## config.mk

```make
export PLATFORM = sky130hd
export DESIGN_NAME = qspi_read_sequencer
export DESIGN_NICKNAME = d
export VERILOG_FILES = /design/src/rtl/qspi_read_sequencer.sv
export SDC_FILE = /design/constraint.sdc
export NUM_CORES = 1
export LEC_CHECK = 0
export BUFFER_PORTS_ARGS = -buffer_cell sky130_fd_sc_hd__buf_2
export CELL_PAD_IN_SITES_DETAIL_PLACEMENT = 0
export CELL_PAD_IN_SITES_GLOBAL_PLACEMENT = 2
export CORE_ASPECT_RATIO = 0.75
export CORE_MARGIN = 4
export CORE_UTILIZATION = 31
export DETAILED_ROUTE_END_ITERATION = 10
export GPL_TIMING_DRIVEN = 0
export PLACE_DENSITY = 0.81
export REMOVE_ABC_BUFFERS = 1
export SLEW_MARGIN = 10
export SYNTH_ARGS = -nofsm -noshare
export SYNTH_HDL_FRONTEND = slang
export SYNTH_SLANG_ARGS = --single-unit
export TNS_END_PERCENT = 10
```

## constraint.sdc

```tcl
create_clock -name clk -period 2.4 [get_ports clk]
set_input_delay 0.48 -clock clk [delete_from_list [all_inputs] [get_ports clk]]
set_output_delay 0.48 -clock clk [all_outputs]
set_load 0.05 [all_outputs]
```

## src/rtl/qspi_read_sequencer.sv

```systemverilog
// rtl/qspi_read_sequencer.sv - quad-I/O fast-read (0xEB) sequencer streaming nibbles into a FIFO
// Optional continuous-read mode (mode byte 0xA0, CMD skipped on follow-up reads): define QSPI_CONT_READ_EN.
module qspi_read_sequencer #(
    parameter int DUMMY_CYCLES = 6,
    parameter int LEN_W        = 7
) (
    input  logic             clk,
    input  logic             rst_n,
    input  logic             start,
    input  logic [23:0]      addr,
    input  logic [LEN_W-1:0] len,
    input  logic             abort,
    output logic             busy,
    output logic             done,
    output logic             fifo_clear,
    output logic             fifo_push,
    output logic [3:0]       fifo_push_data,
    input  logic             fifo_full,
    output logic             spi_cs_n,
    output logic             spi_sck,
    output logic [3:0]       spi_io_out,
    output logic [3:0]       spi_io_oe,
    input  logic [3:0]       spi_io_in
);
    localparam logic [7:0] CMD_BYTE = 8'hEB;
`ifdef QSPI_CONT_READ_EN
    localparam logic [7:0] MODE_BYTE = 8'hA0;
`else
    localparam logic [7:0] MODE_BYTE = 8'hFF;
`endif

    typedef enum logic [2:0] {IDLE, CMD, ADDR, MODE, DUMMY, DATA, DESEL} state_t;

    state_t           state, state_d;
    logic [3:0]       cyc, cyc_d;
    logic [LEN_W-1:0] len_cnt, len_d;
    logic [23:0]      addr_q, addr_d;
    logic             aborted, aborted_d;
    logic             cs_n_d, sck_d, busy_d, done_d, clear_d, push_d;
    logic [3:0]       out_d, oe_d, pdata_d;
`ifdef QSPI_CONT_READ_EN
    logic             cont_mode, cont_mode_d;
`endif

    function automatic logic [3:0] phase_last(input state_t st);
        case (st)
            CMD:     return 4'd7;
            ADDR:    return 4'd5;
            MODE:    return 4'd1;
            default: return 4'(DUMMY_CYCLES - 1);
        endcase
    endfunction

    function automatic state_t phase_next(input state_t st);
        case (st)
            CMD:     return ADDR;
            ADDR:    return MODE;
            MODE:    return DUMMY;
            default: return DATA;
        endcase
    endfunction

    // {oe, out} presented during serial slot idx of a header phase
    function automatic logic [7:0] phase_drive(input state_t st, input logic [3:0] idx,
                                               input logic [23:0] a);
        case (st)
            CMD:     return {4'b0001, 3'b000, CMD_BYTE[3'(4'd7 - idx)]};
            ADDR:    return {4'b1111, a[5'(6'd23 - {idx, 2'b00}) -: 4]};
            MODE:    return {4'b1111, idx[0] ? MODE_BYTE[3:0] : MODE_BYTE[7:4]};
            default: return 8'h00;
        endcase
    endfunction

    always_comb begin
        state_d   = state;
        cyc_d     = cyc;
        len_d     = len_cnt;
        addr_d    = addr_q;
        aborted_d = aborted;
        cs_n_d    = spi_cs_n;
        sck_d     = spi_sck;
        out_d     = spi_io_out;
        oe_d      = spi_io_oe;
        busy_d    = busy;
        done_d    = 1'b0;
        clear_d   = 1'b0;
        push_d    = 1'b0;
        pdata_d   = fifo_push_data;
`ifdef QSPI_CONT_READ_EN
        cont_mode_d = cont_mode;
`endif
        if (abort && state != IDLE && state != DESEL) begin
            state_d   = DESEL;
            cyc_d     = 4'd0;
            cs_n_d    = 1'b1;
            sck_d     = 1'b0;
            oe_d      = 4'd0;
            out_d     = 4'd0;
            aborted_d = 1'b1;
`ifdef QSPI_CONT_READ_EN
            cont_mode_d = 1'b0;
`endif
        end else begin
            case (state)
                IDLE: begin
                    if (start && len != '0) begin
                        addr_d    = addr;
                        len_d     = len;
                        clear_d   = 1'b1;
                        busy_d    = 1'b1;
                        cs_n_d    = 1'b0;
                        sck_d     = 1'b0;
                        cyc_d     = 4'd0;
                        aborted_d = 1'b0;
`ifdef QSPI_CONT_READ_EN
                        state_d = cont_mode ? ADDR : CMD;
`else
                        state_d = CMD;
`endif
                        {oe_d, out_d} = phase_drive(state_d, 4'd0, addr);
                    end
                end
                CMD, ADDR, MODE, DUMMY: begin
                    if (!spi_sck) begin
                        sck_d = 1'b1;
                    end else begin
                        // falling SCK edge: advance to the next serial slot
                        sck_d = 1'b0;
                        if (cyc == phase_last(state)) begin
                            state_d = phase_next(state);
                            cyc_d   = 4'd0;
`ifdef QSPI_CONT_READ_EN
                            if (state == MODE) cont_mode_d = 1'b1;
`endif
                        end else begin
                            cyc_d = cyc + 4'd1;
                        end
                        {oe_d, out_d} = phase_drive(state_d, cyc_d, addr_q);
                    end
                end
                DATA: begin
                    if (spi_sck) begin
                        sck_d   = 1'b0;
                        push_d  = 1'b1;
                        pdata_d = spi_io_in;
                        len_d   = len_cnt - LEN_W'(1);
                    end else if (len_cnt == '0) begin
                        state_d = DESEL;
                        cyc_d   = 4'd0;
                        cs_n_d  = 1'b1;
                    end else if (!fifo_full && !fifo_push) begin
                        sck_d = 1'b1;
                    end
                end
                DESEL: begin
                    if (cyc == 4'd1) begin
                        state_d = IDLE;
                        cyc_d   = 4'd0;
                        busy_d  = 1'b0;
                        done_d  = !aborted;
                    end else begin
                        cyc_d = cyc + 4'd1;
                    end
                end
                default: ;
            endcase
        end
    end

    always_ff @(posedge clk or negedge rst_n) begin
        if (!rst_n) begin
            state          <= IDLE;
            cyc            <= 4'd0;
            len_cnt        <= '0;
            addr_q         <= 24'd0;
            aborted        <= 1'b0;
            spi_cs_n       <= 1'b1;
            spi_sck        <= 1'b0;
            spi_io_out     <= 4'd0;
            spi_io_oe      <= 4'd0;
            busy           <= 1'b0;
            done           <= 1'b0;
            fifo_clear     <= 1'b0;
            fifo_push      <= 1'b0;
            fifo_push_data <= 4'd0;
`ifdef QSPI_CONT_READ_EN
            cont_mode      <= 1'b0;
`endif
        end else begin
            state          <= state_d;
            cyc            <= cyc_d;
            len_cnt        <= len_d;
            addr_q         <= addr_d;
            aborted        <= aborted_d;
            spi_cs_n       <= cs_n_d;
            spi_sck        <= sck_d;
            spi_io_out     <= out_d;
            spi_io_oe      <= oe_d;
            busy           <= busy_d;
            done           <= done_d;
            fifo_clear     <= clear_d;
            fifo_push      <= push_d;
            fifo_push_data <= pdata_d;
`ifdef QSPI_CONT_READ_EN
            cont_mode      <= cont_mode_d;
`endif
        end
    end
endmodule

```

After elaboration in Yosys (flattened, before gate mapping) --
Memory sizes are Yosys's and may differ from the RTL's. Index checks and enable logic that the tools add are counted.
Operators by class: add/sub/neg operators 4, order comparisons 1, eq/ne operators 20, shifts and indexed selects 1, muxes and demuxes 64, bitwise operators 1, reduce and logical (&&, ||, !) cells 30
Operators with widths (count):
- two-way mux 4 bit | 18
- two-way mux 3 bit | 10
- indexed part select 27 x 6 -> 4 bit | 1
- one-hot mux 8 bit (3 select lines) | 1
- two-way mux 1 bit | 23
- != test 3 bit (second input constant) | 6
- one-hot mux 4 bit (2 select lines) | 2
- one-hot mux 4 bit (4 select lines) | 1
- two-way mux 7 bit | 2
- one-hot mux 7 bit (2 select lines) | 1
- == test 3 x 2 -> 1 bit (second input constant) | 4
- one-hot mux 3 bit (4 select lines) | 1
- AND reduction 4 bit | 3
- == test 3 bit (second input constant) | 3
- one-hot mux 3 bit (3 select lines) | 1
- AND reduction 3 bit | 3
- nonzero test 3 bit | 3
- nonzero test 2 bit | 4
- logical NOT 7 bit | 1
- nonzero test 7 bit | 1
- subtractor 7 x 1 -> 7 bit (second input constant) | 1
- == test 3 x 1 -> 1 bit (second input constant) | 2
- != test 2 bit (second input constant) | 3
- one-hot mux 3 bit (2 select lines) | 1
- other kinds (18) | 25
Storage, ports and cells: register bits 57, memory bits (read-only) 8, input port bits 40, output and inout port bits 18, logic and storage cells 136, memories kept 1
Memory list:
- (name not given) | words 8, width 1, read ports 1, clocked after memory_dff 0, write ports 0, line 67 | CMD: return {4'b0001, 3'b000, CMD_BYTE[3'(4'd7 - idx)]};

Depth between registers and ports, before layout --
depth after elaboration 17, gate-level depth with buffers 10, mapped depth without buffers 8

Worst setup path after synthesis --
No wires, ideal clock.
kind flip-flop to flip-flop, from reg cyc[0], to reg spi_io_out[0], setup time 121 ps, data arrival time 2197 ps, required time 2279 ps, setup slack 82 ps, stages on the path, launching flop included 11, buffers on the path 3, period minus slack after synthesis 2318 ps, cells stage by stage dfrtp_1 -> clkbuf_1 -> buf_2 -> inv_1 -> ha_1 -> buf_1 -> nand2_1 -> o2111a_1 -> nor3_1 -> o2bb2ai_1 -> a22o_1
Between the ends: cells in the longest elaborated chain, start to end 12, elaborated cells between the ends (all ways) 22, those cells by class 3 x add/sub; 4 x eq/ne; 1 x shift; 13 x mux; 1 x memory
RTL lines:
- start: declaration | line 35 | logic [3:0] cyc, cyc_d;
- start signal: assignment | line 191 | cyc <= cyc_d;
- branches (longest 8 deep; another with subtractor 5 bit)
- one-hot mux 8 bit (3 select lines) * | line 66 | case (st)
- two-way mux 4 bit * | line 124 | if (!spi_sck) begin
- one-hot mux 4 bit (2 select lines) * | line 104 | case (state)
- two-way mux 4 bit * | line 92 | if (abort && state != IDLE && state != DESEL) begin
- end signal: assignment | line 197 | spi_io_out <= out_d;
- end: declaration | line 21 | output logic [3:0] spi_io_out,
Mark *: on every way between the ends. The select of a mux whose other input is x is not followed. A chain may end at the register's enable or synchronous reset.

Worst setup path after layout --
from reg cyc[0], to reg cyc[2]
Between the ends: cells in the longest elaborated chain, start to end 8, elaborated cells between the ends (all ways) 11, those cells by class 1 x add/sub; 2 x eq/ne; 8 x mux
RTL lines:
- adder 4 x 1 -> 4 bit / == test 4 bit (equally long branches) | line 136, 162, 129
- two-way mux 4 bit | line 129 | if (cyc == phase_last(state)) begin
- two-way mux 4 bit | line 124
- two-way mux 4 bit | line 104
- two-way mux 4 bit | line 92
- two-way mux 4 bit | line 124
- one-hot mux 4 bit (4 select lines) * | line 104
- two-way mux 4 bit * | line 92
Mark *: on every way between the ends. The rest lies on a longest branch, timed or not. The select of a mux whose other input is x is not followed.

==> metrics.md <==
| Metric | Value |
|---|---|
| Post-synth ARST share | 100% |
| Hold-fix buffer count after cts | 0 |
| Footprint of the multi-input gates | 1630 um2 |
| Crit path DAT | 2.41 ns |
| Power share of the combinational group | 48.4% |
| CP max stage delay | 0.59 ns |
| Crit path kind | reg -> reg |
| Cell area power density | 1300 nW/um2 |
| CP Launch Point | cyc[0] |
| Ratio of cells with drive above 1 in the final layout | 32.2% |
| Drt pass-1 iters | 4 |
| Worst-case clock skew | 0.00509 ns |
| Crit-path max FO | 19 |
| Final Setup Violations | 0 |
| Chip height | 94.9 um |
| Fin. max-slew vios | 0 |
| RSZ-0062 raised after global routing | no |
| Synth top area share | 43.3% |
| ANT nets after route | 0 |
| Initial Util | 32.0% |
| Htree depth | 2 |
| DP Wirelength | 5570 um |
| Sw Ratio | 44.3% |
| Mapped Area | 3120 um2 |
| R2R depth | 7 |
| CP cell instances | ha_1 -> or3b_2 -> nand2_1 -> a21oi_1 -> a22oi_2 -> nor2_1 -> a22o_1 |
| Final period util | 92.9% |
| Critical Path Sink Type | flop |
| Synth Area per Inst | 9.81 um2 |
| CTS tree | yes |
| Clock sinks | 55 |
| WL/cell | 15.4 um |
| Worst r2r dst | cyc[2] |
| Number of I/O port buffers | 57 |
| Post-synth EDFFs | 0 |
| Pleak | 0.00161 uW |
| N_diodes | 0 |
| Seq. cell area | 1390 um2 |
| Gpl congestion | 0.791 |
| Routed wire length | 7670 um |
| Synth area leader | dfrtp_1 |
| # rows | 31 |
| Worst hold slack | 0.239 ns |
| Die Width | 124 um |
| DR vias/cell | 5.07 |
| Crit-path slowest cell | dfrtp_4 |
| GRT Total Usage | 14.0% |
| DIE AREA | 11700 um2 |
| Top area cells in the synthesized netlist | dfrtp_1, mux2_2, o21ai_0 |
| Seq pwr share | 36.2% |
| Worst vdd ir | 0.439 mV |
| Fillers | 1002 |
| Critical Path RT | 2.58 ns |
| Sequential area share after synthesis | 44.2% |
| Total global routing overflow | 0 |
| Pin count of the biggest net entering global routing | 56 |
| Area grow syn2layout | 18.4% |
| Relative slew slack | 52.5% |
| Status | completed |
| Final Hold Viols | 0 |
| Clk slew on worst S/H paths | 0.07 ns |
| Clock latency on the worst-skew pair | 0.29 ns |
| CTS root buf | clkbuf_16 |
| Number of global-route vias before repair | 2516 |
| End of the critical path | cyc[2] |
| Number of buffers created by CTS | 5 |
| Type of the worst min-delay path | in -> async |
| First-pass GRT wire length | 12900 um |
| Via count | 2526 |
| Gate Count Post-Synth | 318 |
| Core area | 9740 um2 |
| Internal power | 2680 uW |
| Max cap viols | 0 |
| IO Count | 58 |
| Final net count | 411 |
| Total power | 4810 uW |
| Synth unique cells | 52 |
| NetSw | 2130 uW |
| Initial antenna violation count | 0 |
| Max Clk Rate | 0.448 GHz |
| CP Launch Type | flop |
| Worst R2R Start | cyc[0] |
| Main flop type after synthesis | dfrtp_1 |
| Clock Power Share | 15.4% |
| Clk buf depth | 2 |
| DRC viols | 0 |
| Initial DRC count | 141 |
| Flops & latches, synth | 55 |
| Period minus WS final | 2.23 ns |
| Yosys warning count | 0 |
| Worst slew pin tran | 0.713 ns |
| R2R setup slack | 0.17 ns |
==> critical path, delay by kind of cell, from the launching register on <==
kind / cells / cell delay [ns]
simple gates: 3 / 0.69
compound gates: 3 / 0.64
flops: 1 / 0.59
fa+ha+maj: 1 / 0.19
==> final cells by class <==
cell class / count / share of cell area [%]
clock buffer: 6 / 3.49
clock inverter: 2 / 0.440
inverter: 10 / 1.05
multi-input combinational: 232 / 44.2
sequential: 55 / 37.5
tap: 132 / 4.47
timing repair buffer: 61 / 8.81
==> flip-flops by register name, indices dropped and copies added (netlist names) <==
name and cells:
cyc 4, state 3, fifo_push 1, done 1, spi_cs_n 1, spi_sck 1, fifo_push_data 4, fifo_clear 1
addr_q 24, spi_io_out 4, spi_io_oe 2, aborted 1, len_cnt 7, busy 1
==> cells by family after synthesis <==
| logic type | synth area share [%] |
|---|---|
| XOR/XNOR | 0.562 |
| AO/OA/AOI/OAI | 17.7 |
| AND/OR/NAND/NOR | 15.8 |
| multiplexers | 14.4 |
| buffers and inverters | 4.25 |
| adder cells (fa/ha/maj) | 3.05 |
| flip-flops | 44.2 |
==> how the worst min path moves through the flow <==
stage	startpoint	endpoint	slack (ns)	cells after the start
after floorplan	rst_n	aborted	0.18	0
after global placement	spi_cs_n	spi_cs_n	0.48	2
after detailed placement	addr_q[22]	addr_q[22]	0.49	1
after CTS	rst_n	cyc[2]	0.28	1
after global routing	rst_n	cyc[2]	0.31	1
final	rst_n	cyc[2]	0.24	1
==> placed cells by master, fill, tap and decap left out, types with 4 or more instances in the layout <==
cell / instances
mux2i_1: 9
nand3_1: 5
clkbuf_16: 5
buf_2: 56
nor2_1: 18
mux2_2: 32
ha_1: 6
a21oi_1: 17
o211ai_1: 5
a22oi_1: 4
nor3_1: 18
o21ai_0: 24
nand2b_1: 5
dfrtp_1: 50
o2bb2ai_1: 5
nor4_1: 6
inv_1: 9
nand2_1: 27
a21o_1: 4
buf_4: 4
==> power groups by stage <==
| stage | combinational [uW] | sequential, uW | clock (uW) |
|---|---|---|---|
| 2_1_floorplan | 1480 | 1930 | 0 |
| 3_3_place_gp | 2270 | 1740 | 0 |
| 3_5_place_dp | 2290 | 1750 | 0 |
| 4_1_cts | 2320 | 1740 | 760 |
| 5_1_grt | 2590 | 1820 | 809 |
| 6_report | 2330 | 1740 | 742 |
==> stage by stage <==
| step | setup WS (ns) | instance area (um2) | utilization (%) | TNS, ns | cells |
|---|---|---|---|---|---|
| after floorplan | -0.0655 | 3020 | - | -0.377 | 297 |
| after global placement | -0.762 | 3470 | 35.7 | -17.77 | 486 |
| after detailed placement | -0.322 | 3490 | 35.9 | -1.87 | 487 |
| after CTS | 0.0706 | 3670 | 37.7 | 0 | 498 |
| after global routing | 0.0121 | 3690 | 37.9 | 0 | 498 |
| final | 0.170 | 3690 | 37.9 | 0 | 498 |
==> timing repair <==
action,4_1_cts,5_1_grt
setup endpoints to repair,33,14
gates cloned,0,0
pin swaps,1,0
resized for setup,6,4
setup buffers,3,0
==> cell usage after synthesis (6+ instances only) <==
cell	instances
dfrtp_1	54
mux2_2	32
nand2_1	27
o21ai_0	24
nor2_1	18
nor3_1	18
a21oi_1	17
clkbuf_1	11
inv_1	9
mux2i_1	9
buf_2	7
ha_1	6
nor4_1	6
==> per-layer routing <==
layer  GRT usage [%]  wire, um  vias up
met4            3.04        55        0
met5               0         0        -
met1            20.4      3850     1208
li1                -         -     1259
met3            3.11       437        5
met2            21.1      3320       54
Note: power is estimated with default switching activity, not from simulation.
